<file path="src/rtl/regfile_wb_pkg.sv">
// Shared types and helpers for the register-file writeback path:
// queue entry layout and opcode-to-byte-enable decode.
package regfile_wb_pkg;

    localparam logic [5:0] OP_LBU = 6'h24;
    localparam logic [5:0] OP_LHU = 6'h25;

    typedef struct packed {
        logic [4:0]  dest;
        logic [31:0] data;
        logic [3:0]  be;
    } wb_entry_t;

    // Partial loads only touch the low lanes; the register file merges by be.
    function automatic logic [3:0] opcode_to_be(input logic [5:0] opcode);
        logic [3:0] be;
        case (opcode)
            OP_LBU:  be = 4'b0001;
            OP_LHU:  be = 4'b0011;
            default: be = 4'b1111;
        endcase
        return be;
    endfunction

endpackage

</file>
<file path="src/rtl/wb_fifo.sv">
// In-order circular buffer of writeback entries with per-slot valid bits.
// Slot data/enables and the head pointer are exported only when WB_FORWARD_EN is defined.
module wb_fifo
    import regfile_wb_pkg::*;
#(
    parameter int DEPTH = 4,
    localparam int PTR_W = $clog2(DEPTH),
    localparam int CNT_W = $clog2(DEPTH) + 1
) (
    input  logic             clk,
    input  logic             rst,
    input  logic             push,
    input  wb_entry_t        push_entry,
    input  logic             pop,
    input  logic             flush,
    output wb_entry_t        head_entry,
    output logic [CNT_W-1:0] count,
    output logic [DEPTH-1:0] slot_valid,
    output logic [4:0]       slot_dest [DEPTH]
`ifdef WB_FORWARD_EN
    ,
    output logic [31:0]      slot_data [DEPTH],
    output logic [3:0]       slot_be   [DEPTH],
    output logic [PTR_W-1:0] head_ptr
`endif
);

    wb_entry_t        mem_reg [DEPTH];
    logic [PTR_W-1:0] wr_ptr_reg;
    logic [PTR_W-1:0] rd_ptr_reg;
    logic [CNT_W-1:0] count_reg;
    logic [DEPTH-1:0] slot_valid_reg;

    // Storage carries no reset; slot_valid_reg qualifies every read.
    always_ff @(posedge clk) begin
        if (push && !flush) begin
            mem_reg[wr_ptr_reg] <= push_entry;
        end
    end

    always_ff @(posedge clk or posedge rst) begin
        if (rst) begin
            wr_ptr_reg <= '0;
            rd_ptr_reg <= '0;
            count_reg  <= '0;
        end else if (flush) begin
            wr_ptr_reg <= '0;
            rd_ptr_reg <= '0;
            count_reg  <= '0;
        end else begin
            if (push) begin
                wr_ptr_reg <= wr_ptr_reg + 1'b1;
            end
            if (pop) begin
                rd_ptr_reg <= rd_ptr_reg + 1'b1;
            end
            case ({push, pop})
                2'b10:   count_reg <= count_reg + 1'b1;
                2'b01:   count_reg <= count_reg - 1'b1;
                default: count_reg <= count_reg;
            endcase
        end
    end

    genvar gi;
    generate
        for (gi = 0; gi < DEPTH; gi++) begin : g_slot
            always_ff @(posedge clk or posedge rst) begin
                if (rst) begin
                    slot_valid_reg[gi] <= 1'b0;
                end else if (flush) begin
                    slot_valid_reg[gi] <= 1'b0;
                end else if (push && (wr_ptr_reg == PTR_W'(gi))) begin
                    slot_valid_reg[gi] <= 1'b1;
                end else if (pop && (rd_ptr_reg == PTR_W'(gi))) begin
                    slot_valid_reg[gi] <= 1'b0;
                end
            end

            assign slot_dest[gi] = mem_reg[gi].dest;
`ifdef WB_FORWARD_EN
            assign slot_data[gi] = mem_reg[gi].data;
            assign slot_be[gi]   = mem_reg[gi].be;
`endif
        end
    endgenerate

    assign head_entry = mem_reg[rd_ptr_reg];
    assign count      = count_reg;
    assign slot_valid = slot_valid_reg;
`ifdef WB_FORWARD_EN
    assign head_ptr   = rd_ptr_reg;
`endif

endmodule

</file>
<file path="src/rtl/regfile_writeback.sv">
// Register-file write initiator: queues results, issues one write per entry in order.
// Optional forwarding lookup (fwd_* ports) is enabled by defining WB_FORWARD_EN.
module regfile_writeback
    import regfile_wb_pkg::*;
#(
    parameter int DEPTH  = 4,
    parameter int DATA_W = 32
) (
    input  logic              clk,
    input  logic              reset,
    input  logic              in_valid,
    output logic              in_ready,
    input  logic [4:0]        in_dest,
    input  logic [DATA_W-1:0] in_data,
    input  logic [5:0]        in_opcode,
    input  logic              flush,
    output logic              wr_en,
    input  logic              wr_ready,
    output logic [4:0]        wr_addr,
    output logic [DATA_W-1:0] wr_data,
    output logic [3:0]        wr_be,
    output logic [31:0]       busy_mask
`ifdef WB_FORWARD_EN
    ,
    input  logic [4:0]        fwd_addr,
    output logic              fwd_hit,
    output logic [DATA_W-1:0] fwd_data,
    output logic              fwd_stall
`endif
);

    localparam int PTR_W = $clog2(DEPTH);
    localparam int CNT_W = $clog2(DEPTH) + 1;

    wb_entry_t        new_entry;
    wb_entry_t        head_entry;
    wb_entry_t        out_entry_reg;
    logic             out_valid_reg;
    logic [CNT_W-1:0] fifo_count;
    logic [CNT_W-1:0] total_count;
    logic [DEPTH-1:0] slot_valid;
    logic [4:0]       slot_dest [DEPTH];
    logic             fifo_empty;
    logic             out_free;
    logic             push_req;
    logic             fifo_push;
    logic             fifo_pop;
`ifdef WB_FORWARD_EN
    logic [31:0]      slot_data [DEPTH];
    logic [3:0]       slot_be   [DEPTH];
    logic [PTR_W-1:0] head_ptr;
`endif

    assign new_entry = '{dest: in_dest, data: in_data, be: opcode_to_be(in_opcode)};

    // Capacity counts the output stage too, so DEPTH results can be outstanding in total.
    assign total_count = fifo_count + CNT_W'(out_valid_reg);
    assign in_ready    = !reset && (total_count < CNT_W'(DEPTH));
    assign push_req    = in_valid && in_ready && (in_dest != 5'd0);
    assign fifo_empty  = (fifo_count == '0);
    assign out_free    = !out_valid_reg || wr_ready;

    // An arrival bypasses the FIFO only when nothing older is waiting for the output stage.
    assign fifo_pop  = !flush && out_free && !fifo_empty;
    assign fifo_push = !flush && push_req && !(out_free && fifo_empty);

    wb_fifo #(.DEPTH(DEPTH)) u_fifo (
        .clk        (clk),
        .rst        (reset),
        .push       (fifo_push),
        .push_entry (new_entry),
        .pop        (fifo_pop),
        .flush      (flush),
        .head_entry (head_entry),
        .count      (fifo_count),
        .slot_valid (slot_valid),
        .slot_dest  (slot_dest)
`ifdef WB_FORWARD_EN
        ,
        .slot_data  (slot_data),
        .slot_be    (slot_be),
        .head_ptr   (head_ptr)
`endif
    );

    always_ff @(posedge clk or posedge reset) begin
        if (reset) begin
            out_valid_reg <= 1'b0;
            out_entry_reg <= '0;
        end else if (flush) begin
            out_valid_reg <= 1'b0;
        end else if (out_free) begin
            if (!fifo_empty) begin
                out_valid_reg <= 1'b1;
                out_entry_reg <= head_entry;
            end else if (push_req) begin
                out_valid_reg <= 1'b1;
                out_entry_reg <= new_entry;
            end else begin
                out_valid_reg <= 1'b0;
            end
        end
    end

    assign wr_en   = out_valid_reg;
    assign wr_addr = out_entry_reg.dest;
    assign wr_data = out_entry_reg.data;
    assign wr_be   = out_entry_reg.be;

    logic [31:0] slot_mask [DEPTH];

    genvar gi;
    generate
        for (gi = 0; gi < DEPTH; gi++) begin : g_mask
            assign slot_mask[gi] = slot_valid[gi] ? (32'd1 << slot_dest[gi]) : 32'd0;
        end
    endgenerate

    always_comb begin
        busy_mask = out_valid_reg ? (32'd1 << out_entry_reg.dest) : 32'd0;
        for (int i = 0; i < DEPTH; i++) begin
            busy_mask = busy_mask | slot_mask[i];
        end
    end

`ifdef WB_FORWARD_EN
    logic             fwd_found;
    logic [31:0]      fwd_match_data;
    logic [3:0]       fwd_match_be;
    logic [PTR_W-1:0] fwd_idx;

    // Walk oldest to youngest so the last match seen is the youngest one.
    always_comb begin
        fwd_found      = 1'b0;
        fwd_match_data = '0;
        fwd_match_be   = '0;
        fwd_idx        = '0;
        if (out_valid_reg && (out_entry_reg.dest == fwd_addr)) begin
            fwd_found      = 1'b1;
            fwd_match_data = out_entry_reg.data;
            fwd_match_be   = out_entry_reg.be;
        end
        for (int i = 0; i < DEPTH; i++) begin
            fwd_idx = head_ptr + PTR_W'(i);
            if ((CNT_W'(i) < fifo_count) && (slot_dest[fwd_idx] == fwd_addr)) begin
                fwd_found      = 1'b1;
                fwd_match_data = slot_data[fwd_idx];
                fwd_match_be   = slot_be[fwd_idx];
            end
        end
    end

    assign fwd_hit   = fwd_found && (fwd_addr != 5'd0) && (fwd_match_be == 4'b1111);
    assign fwd_stall = fwd_found && (fwd_addr != 5'd0) && (fwd_match_be != 4'b1111);
    assign fwd_data  = fwd_hit ? fwd_match_data : '0;
`endif

endmodule

</file>
<file path="config.mk">
export PLATFORM = sky130hd
export DESIGN_NAME = regfile_writeback
export DESIGN_NICKNAME = d
export VERILOG_FILES = /design/src/rtl/regfile_wb_pkg.sv /design/src/rtl/wb_fifo.sv /design/src/rtl/regfile_writeback.sv
export SDC_FILE = /design/constraint.sdc
export NUM_CORES = 1
export LEC_CHECK = 0
export BUFFER_PORTS_ARGS = -buffer_cell sky130_fd_sc_hd__buf_2
export CORE_ASPECT_RATIO = 1.2
export CORE_MARGIN = 2
export CORE_UTILIZATION = 45
export DETAILED_ROUTE_END_ITERATION = 12
export PLACE_DENSITY = 0.62
export SKIP_CTS_REPAIR_TIMING = 1
export SLEW_MARGIN = 25
export SYNTH_ARGS = -nofsm -noshare
export SYNTH_HDL_FRONTEND = slang
export SYNTH_SLANG_ARGS = --single-unit
</file>
<file path="constraint.sdc">
create_clock -name clk -period 6.95 [get_ports clk]
set_input_delay 0.3475 -clock clk [delete_from_list [all_inputs] [get_ports clk]]
set_output_delay 0.3475 -clock clk [all_outputs]
set_load 0.01 [all_outputs]
</file>
### After elaboration in Yosys (flattened, before gate mapping)

Memory sizes are Yosys's and may differ from the RTL's.
Index checks and enable logic that the tools add are counted.

| word-level totals | value |
|---|---|
| memories | 1 |
| output and inout port bits | 75 |
| word-level logic and storage cells | 107 |
| register bits | 53 |
| RAM bits | 164 |
| input bits | 48 |

| operators by class | value |
|---|---|
| eq/ne operators | 11 |
| bitwise operators | 5 |
| shift-type cells | 5 |
| magnitude comparators | 1 |
| reduce and logical (&&, ||, !) cells | 36 |
| multiplexer cells | 32 |
| $add $sub $neg | 5 |

Memories:

| memory | words | width | rd ports | clocked after memory_dff | wr ports | line | RTL |
|---|---|---|---|---|---|---|---|
| u_fifo.mem_reg | 4 | 41 | 5 | 0 | 1 | wb_fifo.sv:28 | `wb_entry_t mem_reg [DEPTH];` |

Operators with widths:

| cell | number |
|---|---|
| $mux W32 | 5 |
| $shl A1 B5 Y32 const A | 5 |
| $or A32 B32 Y32 | 4 |
| $mux W41 | 2 |
| $mux W1 | 18 |
| $logic_and A1 B1 Y1 | 17 |
| $reduce_bool A3 Y1 | 5 |
| $eq A6 B6 Y1 const B | 2 |
| $eq A2 B2 Y1 const B | 5 |
| $mux W2 | 4 |
| $pmux W4 S2 | 1 |
| $eq A2 B1 Y1 const B | 3 |
| $pmux W3 S2 | 1 |
| $reduce_bool A2 Y1 | 3 |
| $logic_not A1 Y1 | 5 |
| $reduce_bool A5 Y1 | 1 |
| $add A2 B1 Y2 const B | 2 |
| $logic_not A2 Y1 | 2 |
| $add A3 B1 Y3 | 1 |
| $add A3 B1 Y3 const B | 1 |
| $logic_not A3 Y1 | 1 |
| $lt A3 B3 Y1 const B | 1 |
| $mux W3 | 1 |
| $reduce_and A3 Y1 | 1 |
| other kinds (4) | 4 |

### Longest topological paths before layout

Gate-level depths: netlist of run 1.

| logic depth | value |
|---|---|
| depth after elaboration | 10 |
| depth in mapped cells | 8 |
| gate-level depth less buffers | 8 |

### Hierarchy

Synthesis of run 1 repeated with hierarchy kept, for this count alone.

| unflattened totals | value |
|---|---|
| cell total of the unflattened synthesis | 775 |
| area, all modules | 10378.7 µm² |

By module, submodules not included:

| module | instances | area an instance (µm²) | cells each | seq. area each (µm²) |
|---|---|---|---|---|
| wb_fifo | 1 | 6776.5 | 299 | 5200.0 |
| regfile_writeback | 1 | 3602.2 | 476 | 1051.0 |

### Worst setup path after synthesis of run 1

No wires, ideal clock.

| path | value |
|---|---|
| path type | register -> register |
| start | reg out_valid_reg (netlist: wr_en) |
| end | mem u_fifo.mem_reg[0][10] in the netlist's numbering, enable pin |
| required time | 6550 ps |
| stages on the path, launching flop included | 6 |
| path slack | 4073 ps |
| period minus slack after synthesis | 2877 ps |
| path buffers | 0 |
| arrival time | 2477 ps |
| library setup time | 400 ps |
| cell sequence | dfrtp_1 > nand3_1 > xnor2_1 > nor3_4 > nor3b_4 > and2_1 |

| on the way | value |
|---|---|
| longest elaborated chain between the ends | 10 |
| elaborated cells on any way between the ends | 14 |
| classes of those cells | 1 x add/sub; 1 x order compare; 2 x mux; 10 x reduce/logical |

RTL lines:

| item | line | RTL |
|---|---|---|
| start, declared | regfile_writeback.sv:38 | `logic out_valid_reg;` |
| start signal, assigned | regfile_writeback.sv:88 | `out_valid_reg <= 1'b0;` |
| start signal, assigned | regfile_writeback.sv:91 | `out_valid_reg <= 1'b0;` |
| start signal, assigned | regfile_writeback.sv:94 | `out_valid_reg <= 1'b1;` |
| $add A3 B1 Y3 | regfile_writeback.sv:57 | `assign total_count = fifo_count + CNT_W'(out_valid_reg);` |
| $lt A3 B3 Y1 | regfile_writeback.sv:58 | `assign in_ready = !reset && (total_count < CNT_W'(DEPTH));` |
| $logic_and A1 B1 Y1 | regfile_writeback.sv:58 |  |
| $logic_and A1 B1 Y1 (2 in series) | regfile_writeback.sv:59 | `assign push_req = in_valid && in_ready && (in_dest != 5'd0);` |
| $logic_and A1 B1 Y1 | regfile_writeback.sv:65 | `assign fifo_push = !flush && push_req && !(out_free && fifo_empty);` |
| $logic_and A1 B1 Y1 (*) | regfile_writeback.sv:65 |  |
| $logic_and A1 B1 Y1 (*) | wb_fifo.sv:36 | `if (push && !flush) begin` |
| $mux W1 (*) | wb_fifo.sv:36 |  |
| $mux W1 (implied by the code) (*) | wb_fifo.sv:37 | `mem_reg[wr_ptr_reg] <= push_entry;` |
| end, declared | wb_fifo.sv:28 |  |

Every way passes the cells marked *; elsewhere a longest branch is shown, timed or not.

==> impl_metrics.tcl, run 1 <==
set metrics [dict create \
    antenna_found_initial 4 \
    gp_congestion 1.00 \
    overflow 0 \
    start_util_pct 45.8 \
    clock_latency_ns 0.49 \
    layout_common_cells "edfxtp_1, nand2_1, buf_2, nor2_1, dfrtp_1" \
    drive_above_1_share_pct 29.3 \
    hold_ws_ns -0.0258 \
    clk_path_buf_depth 3 \
    p_int_w 0.00274 \
    clock_power_share_pct 26.1 \
    comb_power_share_pct 33.5 \
    core_mm2 0.0217 \
    status "finished with violations" \
    totalPowerFinal_w 0.00414 \
    dr_total_vias 7074 \
    leakage_nw 4.32 \
    cp_top_family "simple AND/OR/NAND/NOR gates" \
    utilization_pct 52.9 \
    viasPerCell 6.05 \
    cts_root_buf "clkbuf_16" \
    tightest_slew_ns 0.666 \
    syn_area_per_cell_um2 12.9 \
    postRouteAntennaNets 0 \
    rows 59 \
    cp_slowest_cell "edfxtp_1" \
    ys_warn_count 0 \
    wl_per_cell_um 23.4 \
    path_cells "nand2b_1 -> or2_2 -> o32ai_1 -> or4_1 -> buf_2" \
    hold_path.class "in -> async" \
    grt_pass1_vias 7257 \
    routed_wl_mm 27.4 \
    setup_tns_ns 0 \
    cp_num_buf_inv 1 \
    grtUsageTotal_pct 23.5 \
    maxCapViolCount 0 \
    syn_nets 830 \
    die_h_um 167 \
    drc 0 \
    fin_nets 936 \
    finalSetupViolations 0 \
    grt_max_degree 41 \
    syn_inst 773 \
    dp_hpwl_mm 18.5 \
    die_area_mm2 0.0233 \
    async_flop_share_pct 25.0 \
    synth_edf_count 156 \
    synthToLayoutAreaGrowth_pct 15.6 \
    drtIter0Drc 600 \
    post-route-period-util_pct 40.9 \
    largest_reg_flops 156 \
    fmax_mhz 351 \
    io_pins 123 \
    firstDrtPassIters 6 \
    seq_power_share_pct 40.5 \
    max_stage_delay_ns 0.71 \
    violations "negative hold slack" \
    clock-sinks 208 \
    die_x_um 140 \
    ys_ff_latch 208 \
    crit_type "reg -> out" \
    grt_setup_unrepaired "false" \
    startpoint_type "flop" \
    grt_pass1_wl_mm 42.3 \
    seq_area_frac_synth_pct 60.2 \
    worst_ep_required_time_ns 6.60 \
    power.density_mw_per_mm2 360 \
    p_sw_w 0.00140 \
    clk_pin_slew_ns 0.07 \
    cts_buffers 20 \
    cts_tree "yes" \
    synth_cell_types 54 \
    worstRegToRegCells 7 \
    synthFlopType "edfxtp_1" \
    fin_skew_ns 0.00551 \
    syn_area_mm2 0.00994 \
    cp.depth 5 \
    cp.arrival_ns 2.50 \
    mostFrequentLayoutCell "edfxtp_1" \
    htree_levels 1 \
    ir_drop_mv 0.258 \
    final_hold_viol_count 26 \
    fill_cells 1904 \
    max_slew_margin_pct 55.3 \
    fin_crit_ns 2.85 \
    switching_share_pct 33.7 \
    critPathCaptureType "primary output" \
    port_buffers 122 \
    drv_slew 0 \
    cp_max_fo 11 \
]
==> path summary, 6_finish.rpt <==
kind                                             from                     to  slack (ns)
worst min-delay path                            reset               wr_be[0]       -0.03
worst min register to register            wr_data[27]            wr_data[27]        0.50
worst max-delay path            u_fifo.mem_reg[1][37]          busy_mask[25]        4.10
max in group asynchronous                       reset            wr_data[21]        6.17
min in group clk                           in_data[7]  u_fifo.mem_reg[0][11]        0.09
worst max register to register                  wr_en  u_fifo.mem_reg[3][27]        4.13
==> worst reg2reg max path, cell delays in order, from the launching register on <==
cell and delay, ns:
dfrtp_1 0.50, nand3_1 0.13, xnor2_1 0.21, nor3_4 0.36, nor3b_4 0.44, and2_2 0.51, buf_16 0.21, buf_16 0.16
==> cell families (layout without fill, tap and decap cells) <==
family / after synthesis / after routing / synth area share (%)
buf+inv: 57 / 177 / 2.57
compound gates: 71 / 71 / 5.53
flops: 208 / 208 / 60.2
other cells: 0 / 2 / 0
fa+ha+maj: 9 / 9 / 1.21
xor+xnor: 3 / 3 / 0.264
simple gates: 339 / 339 / 16.1
mux: 86 / 86 / 14.1
==> Yosys cell counts, drive strengths merged, types with 7 or more instances <==
library cell / count / share of area (%)
nor2: 52 / 2.0
ha: 8 / 1.0
nand2: 147 / 5.6
clkbuf: 32 / 1.2
dfrtp: 52 / 13
a32oi: 9 / 0.79
nand2b: 22 / 1.4
nand4: 13 / 0.82
mux4: 39 / 8.8
mux2: 42 / 4.8
nand3: 26 / 1.3
o22ai: 8 / 0.50
nor2b: 16 / 1.0
inv: 10 / 0.38
o221ai: 7 / 0.62
a22oi: 11 / 0.83
nor3: 31 / 1.7
buf: 15 / 0.98
edfxtp: 156 / 47
==> power by group through the flow <==
stage | clock, W | combinational (W) | sequential, W
after floorplan | 0 | 0.000983 | 0.00167
after detailed placement | 0 | 0.00140 | 0.00170
after global placement | 0 | 0.00136 | 0.00171
after global routing | 0.00115 | 0.00154 | 0.00170
final | 0.00108 | 0.00138 | 0.00167
after CTS | 0.00110 | 0.00141 | 0.00167
==> stage by stage <==
| stage | instance area (um2) | hold slack, ns | std cells | setup slack [ns] |
|---|---|---|---|---|
| finish | 11500 | -0.0258 | 1169 | 4.10 |
| global route | 11500 | 0.0203 | 1167 | 3.92 |
| CTS | 11500 | -0.0143 | 1167 | 4.10 |
| detailed placement | 10800 | 0.487 | 1131 | 4.13 |
| global placement | 10700 | 0.484 | 1128 | 4.00 |
| floorplan | 9940 | 0.446 | 773 | 4.07 |
==> cell type report <==
| class | count | area (um2) | share of cell area [%] |
|---|---|---|---|
| timing repair buffer | 131 | 738 | 6.42 |
| tap | 274 | 343 | 2.98 |
| multi-input combinational | 508 | 3710 | 32.3 |
| sequential | 208 | 5990 | 52.1 |
| clock buffer | 27 | 588 | 5.12 |
| inverter | 10 | 37.5 | 0.327 |
| antenna | 2 | 5.00 | 0.0436 |
| clock inverter | 9 | 81.3 | 0.708 |
==> routing by layer <==
metal  vias to the layer above  track usage, %  wire (um)
met1                      3468            29.5      10600
li1                       3126               -          -
met3                       104            4.31       1990
met5                         -               0         24
met2                       372            39.3      13100
met4                         4            11.8       1640
Note: power is estimated with default switching activity, not from simulation.
==> run 2: changes to the inputs <==
clock period = 2.7 ns   (was 6.95 ns; I/O delays follow)
==> run 2 against run 1 <==
  * The flow now finishes without violations
  * Sequential share of layout area decreased by 2.7 points
  * Global-route usage increased by 0.15 points
  * Routed wire length increased by 1.8%
  * Flip-flop and latch count unchanged
  * Final area increased by 5.4%
  * Final cell count increased by 5.0%
  * Sequential power increased to 2.6 times the previous value
  * Worst hold slack improved by 0.050 ns
  * First-iteration DRC count decreased by 21%
  * Critical endpoint is now busy_mask[14]
==> impl_metrics.tcl, run 2 (synthesis results as in run 1) <==
set metrics [dict create \
    status "complete, no violations" \
    rr_startpoint "u_fifo.count[0]" \
    io_pins 123 \
    grt_pass1_wl_mm 42.7 \
    grtUsageTotal_pct 23.6 \
    fin_skew_ns 0.0193 \
    grt_pass1_vias 7299 \
    startpoint_type "flop" \
    cp_max_fo 10 \
    viasPerCell 5.90 \
    place_ws_ns 0.330 \
    routed_wl_mm 27.8 \
    grt_max_degree 40 \
    utilization_pct 55.8 \
    gp_congestion 0.984 \
    dp_hpwl_mm 19.7 \
    hold_path.class "in -> reg" \
    ir_drop_mv 0.743 \
    mostFrequentLayoutCell "edfxtp_1" \
    postRouteAntennaNets 0 \
    regArea_mm2 0.00599 \
    cp.depth 5 \
    fin_crit_ns 2.55 \
    leakage_nw 4.63 \
    synthToLayoutAreaGrowth_pct 21.9 \
    final_area_mm2 0.0121 \
    drc 0 \
    clock-sinks 208 \
    multi_input_area_mm2 0.00370 \
    comb_power_share_pct 34.4 \
    switching_share_pct 32.7 \
    maxCapViolCount 0 \
    overflow 0 \
    fin_ws_ns 0.151 \
    cp.arrival_ns 2.41 \
    dr_total_vias 7239 \
    die_area_mm2 0.0233 \
    drv_slew 0 \
    die_h_um 167 \
    tightest_slew_ns 0.735 \
    drive_above_1_share_pct 29.9 \
    cts_tree "yes" \
    clk_pin_slew_ns 0.07 \
    fin_nets 997 \
    clk_path_buf_depth 3 \
    p_int_w 0.00748 \
    cts_root_buf "clkbuf_16" \
    firstDrtPassIters 5 \
    fill_cells 1870 \
    htree_levels 1 \
    layout_common_cells "edfxtp_1, nand2_1, buf_2, nor2_1, dfrtp_1" \
    wl_per_cell_um 22.7 \
    seq_power_share_pct 38.4 \
    clock_latency_ns 0.48 \
    port_buffers 122 \
    setup_tns_ns 0 \
    die_x_um 140 \
    min_from "flush" \
    crit_type "reg -> out" \
    drtIter0Drc 476 \
    crit_path_start "u_fifo.mem_reg[2][40]" \
    max_slew_margin_pct 50.6 \
    rows 59 \
    cp_slowest_cell "edfxtp_1" \
    post-route-period-util_pct 94.4 \
    placed_area_mm2 0.0110 \
    max_stage_delay_ns 0.60 \
    hold_path_depth 2 \
    critPathCaptureType "primary output" \
    cp_num_buf_inv 1 \
    core_mm2 0.0217 \
    final_hold_viol_count 0 \
    largest_reg_flops 156 \
    place_inst 1154 \
    power.density_mw_per_mm2 918 \
    p_sw_w 0.00364 \
    start_util_pct 45.8 \
    finalSetupViolations 0 \
    clock_power_share_pct 27.2 \
    fmax_mhz 392 \
    path_cells "nand2b_1 -> or2_2 -> nor3_1 -> or4_1 -> buf_2" \
    grt_setup_unrepaired "false" \
    cts_buffers 19 \
    worstRegToRegCells 6 \
    final_cells 1227 \
    antenna_found_initial 2 \
    cp_top_family "simple AND/OR/NAND/NOR gates" \
    worst_ep_required_time_ns 2.57 \
]
[run 2: cell types whose count changed in the layout (fill, tap and decap cells not counted), sizes merged]
cell	before	now
buf	131	154
clkinv	6	5
clkinvlp	2	1
bufinv	1	6
dlygate4sd3	0	39
diode	2	1
clkbuf	27	21
[run 2: per-layer routing]
metal / track usage, % / up-vias / wire, um
li1: - / 3238 / -
met1: 29.2 / 3559 / 10700
met2: 41.5 / 349 / 14200
met3: 3.31 / 91 / 1730
met4: 10.3 / 2 / 1270
met5: 0 / - / 7
[run 2: path summary, 6_finish.rpt]
check / end / slack, ns
max: busy_mask[14] / 0.15
min: u_fifo.wr_ptr_reg[0] / 0.02
max reg2reg: u_fifo.mem_reg[3][19] / 0.34
min reg2reg: wr_be[0] / 0.46
max in group asynchronous: u_fifo.rd_ptr_reg[0] / 1.78
min in group asynchronous: wr_addr[4] / 0.35
[run 2: area by class of cell]
class                      instances  area share, %
clock buffer                      21           4.15
inverter                          10          0.310
clock inverter                    12           1.76
antenna                            1         0.0207
timing repair buffer             193           10.9
multi-input combinational        508           30.6
tap                              274           2.83
sequential                       208           49.5
[run 2: power by group through the flow]
stage / combinational, W / clock (W) / sequential (W)
final: 0.00382 / 0.00302 / 0.00427
after global routing: 0.00422 / 0.00319 / 0.00433
after CTS: 0.00383 / 0.00309 / 0.00426
after detailed placement: 0.00380 / 0 / 0.00432
after global placement: 0.00380 / 0 / 0.00432
after floorplan: 0.00253 / 0 / 0.00429
[run 2: metrics by stage]
| stage | hold slack [ns] | total power, W |
|---|---|---|
| after floorplan | 0.234 | 0.00682 |
| after global placement | 0.246 | 0.00812 |
| after detailed placement | 0.266 | 0.00812 |
| after CTS | -0.226 | 0.0112 |
| after global routing | 0.0301 | 0.0117 |
| final | 0.0246 | 0.0111 |
==> run 3: changes to the inputs <==
CORE_MARGIN = not set   (was 2)
==> run 3 against run 2 <==
  * The run now ends with negative hold slack left
  * Maximum frequency fell by 2.5%
  * Count of clock-buffer cells in the layout grew 6
  * Utilization shrank 0.16 points
  * Routed wire length increased by 2.4%
  * Sequential power fell by 0.9%
  * Critical path type unchanged
  * Largest cell class unchanged
  * Register-to-register slack worse by 0.03 ns
  * Worst hold slack got worse by 0.027 ns
  * Clock power fell by 5%
  * Via count rose by 0.55%
==> impl_metrics.tcl, run 3 (synthesis results as in run 1) <==
set metrics [dict create \
    die_h_um 165 \
    cts_root_buf "clkbuf_16" \
    die_x_um 138 \
    crit_path_start "u_fifo.mem_reg[1][38]" \
    grtUsageTotal_pct 26.0 \
    postRouteAntennaNets 0 \
    dp_hpwl_mm 19.5 \
    violations "negative hold slack" \
    core_mm2 0.0217 \
    setup_tns_ns 0 \
    cts_tree "yes" \
    max_stage_delay_ns 0.73 \
    cp_slowest_cell "edfxtp_1" \
    startpoint_type "flop" \
    clk_path_buf_depth 3 \
    largest_reg_flops 156 \
    worstRegToRegCells 6 \
    finalSetupViolations 0 \
    drtIter0Drc 507 \
    tightest_slew_ns 0.743 \
    cp_max_fo 14 \
    final_area_mm2 0.0121 \
    worst_ep_required_time_ns 2.57 \
    rows 59 \
    critPathCaptureType "primary output" \
    hold_path.class "in -> reg" \
    crit_type "reg -> out" \
    utilization_pct 55.6 \
    status "finished with violations" \
    grt_pass1_vias 7152 \
    io_pins 123 \
    layout_common_cells "edfxtp_1, nand2_1, buf_2, nor2_1, dfrtp_1" \
    dr_total_vias 7279 \
    hold_ws_ns -0.00267 \
    power.density_mw_per_mm2 905 \
    maxCapViolCount 0 \
    path_cells "nand2_1 -> nor4_1 -> a21oi_1 -> o211ai_1 -> buf_2" \
    antenna_found_initial 2 \
    die_area_mm2 0.0227 \
    grt_max_degree 40 \
    drv_slew 0 \
    globalRouteMet1Util_pct 31.7 \
    clock-sinks 208 \
    fin_crit_ns 2.62 \
    clk_pin_slew_ns 0.06 \
    fill_cells 1853 \
    routed_wl_mm 28.5 \
    start_util_pct 45.8 \
    busiest_layer "met2" \
    grt_setup_unrepaired "false" \
    mostFrequentLayoutCell "edfxtp_1" \
    post-route-period-util_pct 96.9 \
    cp.arrival_ns 2.48 \
    max_slew_margin_pct 50.4 \
    hold_path_depth 2 \
    drive_above_1_share_pct 29.6 \
    wl_per_cell_um 23.2 \
    port_buffers 122 \
    overflow 0 \
    synthToLayoutAreaGrowth_pct 21.5 \
    fin_skew_ns 0.00795 \
    placed_area_mm2 0.0110 \
    leakage_nw 4.60 \
    rr_startpoint "u_fifo.count[0]" \
    cts_buffers 20 \
    grt_use_met2_pct 44.6 \
    ir_drop_mv 0.767 \
    min_from "flush" \
    htree_levels 1 \
    clock_latency_ns 0.48 \
    grt_pass1_wl_mm 42.9 \
    fin_nets 997 \
    firstDrtPassIters 5 \
    viasPerCell 5.92 \
    final_hold_viol_count 1 \
    gp_congestion 0.986 \
    drc 0 \
    grtUsageMet3_pct 4.30 \
    fmax_mhz 382 \
]
run 3: report_power, final:
group	internal [W]	leakage, nW	switching (W)	total, W
registers	0.00387	2.03	0.000365	0.00423
clock network	0.00176	0.335	0.00111	0.00288
logic	0.00169	2.23	0.00213	0.00382
total	0.00732	4.60	0.00361	0.0109
run 3: critical path, delay by kind of cell, from the launching register on:
family                 cells  cell delay [ns]
AOI/OAI and AO/OA          2             0.25
and+or+nand+nor            2             0.84
buffers and inverters      1             0.18
DFF                        1             0.73
run 3: area by class of cell:
type                    instances  area (um2)  share of cell area, %
diodes                          1        2.50                 0.0207
inverters                      10        37.5                  0.311
multi-input cells             508        3710                   30.7
repair buffers                192        1310                   10.8
clock inverters                 9         120                  0.995
well taps                     274         343                   2.84
clock buffers                  27         568                   4.70
flip-flops and latches        208        5990                   49.6
run 3: worst paths after layout:
check / end / slack (ns)
worst min-delay path: u_fifo.wr_ptr_reg[0] / -0.003
max in group asynchronous: wr_data[20] / 1.48
worst max-delay path: busy_mask[28] / 0.08
worst min register to register: wr_be[0] / 0.49
worst max register to register: u_fifo.mem_reg[0][34] / 0.31
min in group asynchronous: u_fifo.slot_valid[1] / 0.40
run 3: per-stage QoR:
step	worst slack [ns]	power [W]	instances
3_5_place_dp	0.294	0.00810	1153
4_1_cts	0.165	0.0110	1189
5_1_grt	0.00846	0.0115	1229
2_1_floorplan	0.228	0.00682	773
3_3_place_gp	0.328	0.00808	1153
6_report	0.0844	0.0109	1229
run 3: metal layers:
layer  part of all wire [%]  routed length [um]  up-vias
met5                  0.035                  10        -
met4                    4.9                1400        2
met3                    6.5                1860       95
met2                     51               14400      340
met1                     38               10800     3597
li1                       -                   -     3245
